===== src/rtl/mfu_slice_seq.sv =====
// Slice sequencer and shift-accumulator feeding one 2b x 2b mBB multiplier.
// Optional macro MFU_SEQ_ZERO_SKIP_EN: bypass RUN when a used operand is all zero.
module mfu_slice_seq #(
    parameter int DW = 8,
    parameter int PW = 2 * DW
) (
    input  logic          clk,
    input  logic          rst,
    input  logic          in_valid,
    output logic          in_ready,
    input  logic [DW-1:0] a_in,
    input  logic [DW-1:0] b_in,
    input  logic          a_signed,
    input  logic          b_signed,
    input  logic [1:0]    prec,
    output logic          mbb_en,
    output logic [1:0]    mbb_a,
    output logic [1:0]    mbb_b,
    output logic [1:0]    mbb_sel,
    input  logic [3:0]    mbb_p,
    output logic          out_valid,
    input  logic          out_ready,
    output logic [PW-1:0] out_p
);

    localparam int CW = (DW > 2) ? $clog2(DW / 2) : 1;

    localparam logic [1:0] S_IDLE = 2'd0;
    localparam logic [1:0] S_RUN  = 2'd1;
    localparam logic [1:0] S_DONE = 2'd2;

    localparam logic [CW-1:0] LAST_P2 = '0;
    localparam logic [CW-1:0] LAST_P4 = CW'((DW >= 4) ? 1 : 0);
    localparam logic [CW-1:0] LAST_P8 = CW'(DW / 2 - 1);

    logic [1:0]    r_state;
    logic [DW-1:0] r_a;
    logic [DW-1:0] r_b;
    logic          r_a_signed;
    logic          r_b_signed;
    logic [CW-1:0] r_last;
    logic [CW-1:0] r_i;
    logic [CW-1:0] r_j;
    logic [PW-1:0] r_acc;

    logic [CW-1:0] w_in_last;
    logic [CW:0]   w_a_idx;
    logic [CW:0]   w_b_idx;
    logic [CW:0]   w_ij_sum;
    logic [CW+1:0] w_shamt;
    logic [PW-1:0] w_pp_ext;
    logic          w_i_last;
    logic          w_j_last;

    // Slice index N-1 for the incoming precision; 11 behaves as full width.
    always_comb begin
        // NOTE: default first so every path assigns w_in_last and no latch is inferred.
        w_in_last = LAST_P8;
        case (prec)
            2'b00:   w_in_last = LAST_P2;
            2'b01:   w_in_last = LAST_P4;
            default: w_in_last = LAST_P8;
        endcase
    end

`ifdef MFU_SEQ_ZERO_SKIP_EN
    logic [CW:0]   w_in_n;
    logic [DW-1:0] w_used_mask;
    logic          w_in_zero;

    assign w_in_n      = {1'b0, w_in_last} + {{CW{1'b0}}, 1'b1};
    assign w_used_mask = ~({DW{1'b1}} << {w_in_n, 1'b0});
    assign w_in_zero   = ((a_in & w_used_mask) == '0) || ((b_in & w_used_mask) == '0);
`endif

    // mBB drive comes only from registered operands and counters, so DONE holds the last slice.
    assign w_i_last = (r_i == r_last);
    assign w_j_last = (r_j == r_last);
    assign w_a_idx  = {r_i, 1'b0};
    assign w_b_idx  = {r_j, 1'b0};
    assign mbb_a    = r_a[w_a_idx +: 2];
    assign mbb_b    = r_b[w_b_idx +: 2];
    assign mbb_sel  = {r_a_signed && w_i_last, r_b_signed && w_j_last};
    assign mbb_en   = (r_state == S_RUN);

    // Any signed slice makes the 4-bit partial product two's complement.
    assign w_pp_ext = (mbb_sel != 2'b00) ? {{(PW-4){mbb_p[3]}}, mbb_p}
                                         : {{(PW-4){1'b0}}, mbb_p};
    assign w_ij_sum = {1'b0, r_i} + {1'b0, r_j};
    assign w_shamt  = {w_ij_sum, 1'b0};

    assign in_ready  = (r_state == S_IDLE);
    assign out_valid = (r_state == S_DONE);
    assign out_p     = r_acc;

    always_ff @(posedge clk) begin
        // NOTE: sequential state uses non-blocking assignments so all registers update from pre-edge values.
        if (rst) begin
            r_state    <= S_IDLE;
            r_a        <= '0;
            r_b        <= '0;
            r_a_signed <= 1'b0;
            r_b_signed <= 1'b0;
            r_last     <= '0;
            r_i        <= '0;
            r_j        <= '0;
            r_acc      <= '0;
        end else begin
            case (r_state)
                S_IDLE: begin
                    if (in_valid) begin
                        r_a        <= a_in;
                        r_b        <= b_in;
                        r_a_signed <= a_signed;
                        r_b_signed <= b_signed;
                        r_last     <= w_in_last;
                        r_i        <= '0;
                        r_j        <= '0;
                        r_acc      <= '0;
`ifdef MFU_SEQ_ZERO_SKIP_EN
                        r_state    <= w_in_zero ? S_DONE : S_RUN;
`else
                        r_state    <= S_RUN;
`endif
                    end
                end
                S_RUN: begin
                    r_acc <= r_acc + (w_pp_ext << w_shamt);
                    // j is the inner index; counters freeze on the final pair.
                    if (w_j_last) begin
                        if (w_i_last) begin
                            r_state <= S_DONE;
                        end else begin
                            r_j <= '0;
                            r_i <= r_i + 1'b1;
                        end
                    end else begin
                        r_j <= r_j + 1'b1;
                    end
                end
                S_DONE: begin
                    if (out_ready) begin
                        r_state <= S_IDLE;
                    end
                end
                default: r_state <= S_IDLE;
            endcase
        end
    end

endmodule


===== config.mk =====
export PLATFORM = sky130hd
export DESIGN_NAME = mfu_slice_seq
export DESIGN_NICKNAME = d
export VERILOG_FILES = /design/src/rtl/mfu_slice_seq.sv
export SDC_FILE = /design/constraint.sdc
export NUM_CORES = 1
export LEC_CHECK = 0
export CAP_MARGIN = 20
export CORE_ASPECT_RATIO = 1.75
export CORE_MARGIN = 5
export CORE_UTILIZATION = 52
export CTS_CLUSTER_SIZE = 10
export DETAILED_ROUTE_END_ITERATION = 12
export PLACE_DENSITY_LB_ADDON = 0.12
export SYNTH_ARGS = -nofsm -noshare
export SYNTH_HDL_FRONTEND = slang
export SYNTH_SLANG_ARGS = --single-unit

===== constraint.sdc =====
create_clock -name clk -period 4.84 [get_ports clk]
set_input_delay 0.968 -clock clk [delete_from_list [all_inputs] [get_ports clk]]
set_output_delay 0.968 -clock clk [all_outputs]
set_load 0.01 [all_outputs]

==> results.yml <==
run_status:
  status: "finished clean"
route:
  num_vias: 2449
  drt_pass1_iterations: 4
  totalWireLength_mm: 6.57
  drt_iter0_markers: 160
  vias_per_cell: 5.79
  antenna_left: 0
  drc_errors: 0
  wire_per_inst_um: 15.5
floorplan:
  die_h_um: 105
  start_util_pct: 53.7
  die-width_um: 64.2
  core_um2: 4980
  dieArea_um2: 6740
  rows: 34
  io_pins: 53
finish:
  diodes: 0
  syn_to_final_growth_pct: 23.6
  stdcell_count: 423
  drive_gt1_share_pct: 6.78
  nets: 415
  fill_cells: 434
hold_path:
  hp-class: "reg -> reg"
logic_synthesis:
  async_flop_share_pct: 0
  yosys-top-cells-area: "dfxtp_1 31%, ha_1 8.0%, nand2_1 7.9%"
  ys_types: 54
  synth_common_cells: "56 x nand2_1, 42 x dfxtp_1, 40 x a21oi_1"
  synthCells: 325
  synth_top_cell_area_share_pct: 31.4
  ys.flop_type: "dfxtp_1"
  ys.warnings.count: 0
  synth.net_count: 372
  synth.largest_area_cell: "dfxtp_1"
  synth_seq_cells: 42
  synthMostInstantiatedCell: "nand2_1"
  syn_area_per_cell_um2: 8.23
  synth_area_um2: 2680
  synth-edff-count: 0
  yosysSeqAreaShare_pct: 31.4
place:
  dp_slack_ns: 0.577
  dp_hpwl_mm: 5.08
  port_buffers: 52
  place.gp.congestion: 0.916
  dp.cells: 415
sta:
  period_share_pct: 85.2
  grt_setup_unrepaired: "false"
  finalSetupViolCount: 0
  fmax_mhz: 242
  slew-limit-headroom_pct: 45.7
  worst_slack_ns: 0.714
  tightest_slew_ns: 0.811
  finalMaxSlewViolations: 0
  tns_ns: 0
  period_minus_slack_ns: 4.13
  hold_viol_final: 0
  skew_ns: 0.00689
  timing.hold.ws_ns: 0.455
worst_setup_path:
  crit_family: "compound AO/OA/AOI/OAI gates"
  cp_max_fo: 19
  path_class: "reg -> reg"
  critPathMaxStageDelay_ns: 0.66
  startpoint_type: "flip-flop"
  cpMaxStageDelayCell: "fa_1"
  critPathBufInv: 0
  cp_cell_sequence: "ha_1 -> fa_1 -> nor3_1 -> a21oi_1 -> o22a_1 -> nor2_1 -> ha_1 -> a21o_2 -> a211o_1 -> a2111oi_4 -> nor2_2 -> a311oi_2 -> xnor2_1 -> a22o_1"
  path_common_cell: "ha_1"
  critPathCaptureType: "flip-flop"
  required_ns: 5.04
  worstPathArrival_ns: 4.32
clocking:
  cts_sinks: 42
  cts-hold-fix-buffers: 0
  htree_num_levels: 2
  cts_tree: "built"
  root_buffer: "clkbuf_8"
  clkTransAtPathRegs_ns: 0.09
  post_cts_buffers: 0
  clkLatencyLatePin_ns: 0.30
  cts_resized: 0
  clk_path_buf_depth: 2
  cts_made_buffers: 5
pwr:
  vdd_drop_max_uv: 225
  p_leak_uw: 0.00136
  power.density_nw_per_um2: 314
  p_total_uw: 1040
flow_run:
  maxCapViolations: 0
grt:
  grt_usage_pct: 19.4
  antenna_found_initial: 0
  overflow: 0
  grt_first_pass_wirelength_mm: 10.6
  grt_pass1_vias: 2363
  grt_max_degree: 37
cells in the final DEF (no fill, tap or decap), types with 2 or more instances in the layout:
| master | count |
|---|---|
| nand2_1 | 56 |
| clkdlybuf4s50_1 | 52 |
| dfxtp_1 | 42 |
| a21oi_1 | 40 |
| nor2_1 | 23 |
| ha_1 | 17 |
| o21ai_0 | 12 |
| xnor2_1 | 11 |
| a22oi_1 | 7 |
| a22o_1 | 7 |
| nor3_1 | 6 |
| xor2_1 | 6 |
| nand2b_1 | 5 |
| o22ai_1 | 5 |
| clkbuf_8 | 5 |
| mux4_2 | 4 |
| inv_1 | 4 |
| a31oi_1 | 4 |
| nand3_1 | 4 |
| a21o_1 | 4 |
| buf_4 | 4 |
| and3_1 | 3 |
| nor2b_1 | 3 |
| mux2i_1 | 3 |
| a21o_2 | 3 |
| and2_1 | 3 |
| o31ai_1 | 3 |
| nor3b_1 | 2 |
| a211o_1 | 2 |
| nand4_1 | 2 |
| fa_1 | 2 |
metal layers:
metal	share of wire [%]	vias up	global-route usage, %
li1	-	1249	-
met1	40	1132	20.8
met2	53	52	35.0
met3	3.6	16	3.11
met4	4.0	0	10.5
met5	0	-	0
metrics by stage:
stage / instance area, um2 / utilization [%]
3_5_place_dp: 3200 / 64.2
4_1_cts: 3310 / 66.4
5_1_grt: 3310 / 66.4
2_1_floorplan: 2680 / -
3_3_place_gp: 3200 / 64.2
6_report: 3310 / 66.4
kinds of logic (layout without fill, tap and decap cells):
group                      count (synthesis)  after routing  share of synthesized area (%)
AOI/OAI and AO/OA                         99             99                           24.9
xor gates and xnor gates                  17             17                           5.57
adders and majority gates                 19             19                           9.45
buffers and inverters                     25             69                           4.30
DFF                                       42             42                           31.4
muxes                                      8              8                           4.91
and+or+nand+nor                          115            115                           19.4
tightest hold or removal path, cell delays in order, from the launching register on:
cell	delay, ns
dfxtp_1	0.31
nand2_1	0.05
a21oi_1	0.05
power breakdown:
part,switching [uW],total [uW],internal (uW)
Combinational,190,354,164
Clock,127,281,154
Sequential,27.0,402,375
Total,344,1040,694
cell type report:
class | instances | area (um2) | area share, %
clock inverters | 2 | 37.5 | 1.14
multi-input cells | 258 | 1720 | 52.0
repair buffers | 56 | 551 | 16.6
clock buffers | 6 | 72.6 | 2.19
flip-flops and latches | 42 | 841 | 25.4
well taps | 54 | 67.6 | 2.04
inverters | 5 | 18.8 | 0.568
final timing paths:
path	from	endpoint	slack (ns)	depth (start not counted)
max	r_i[0]	out_p[13]	0.71	14
min	r_b_signed	r_b_signed	0.45	2
max reg2reg	r_i[0]	out_p[13]	0.71	14
min reg2reg	r_b_signed	r_b_signed	0.45	2
state kept, by name (all words and copies together) (netlist names):
name / count
out_p: 16
r_a: 8
r_a_signed: 1
r_b: 8
r_b_signed: 1
r_i: 2
r_j: 2
r_last: 2
r_state: 2
(Power assumes the default switching activity.)
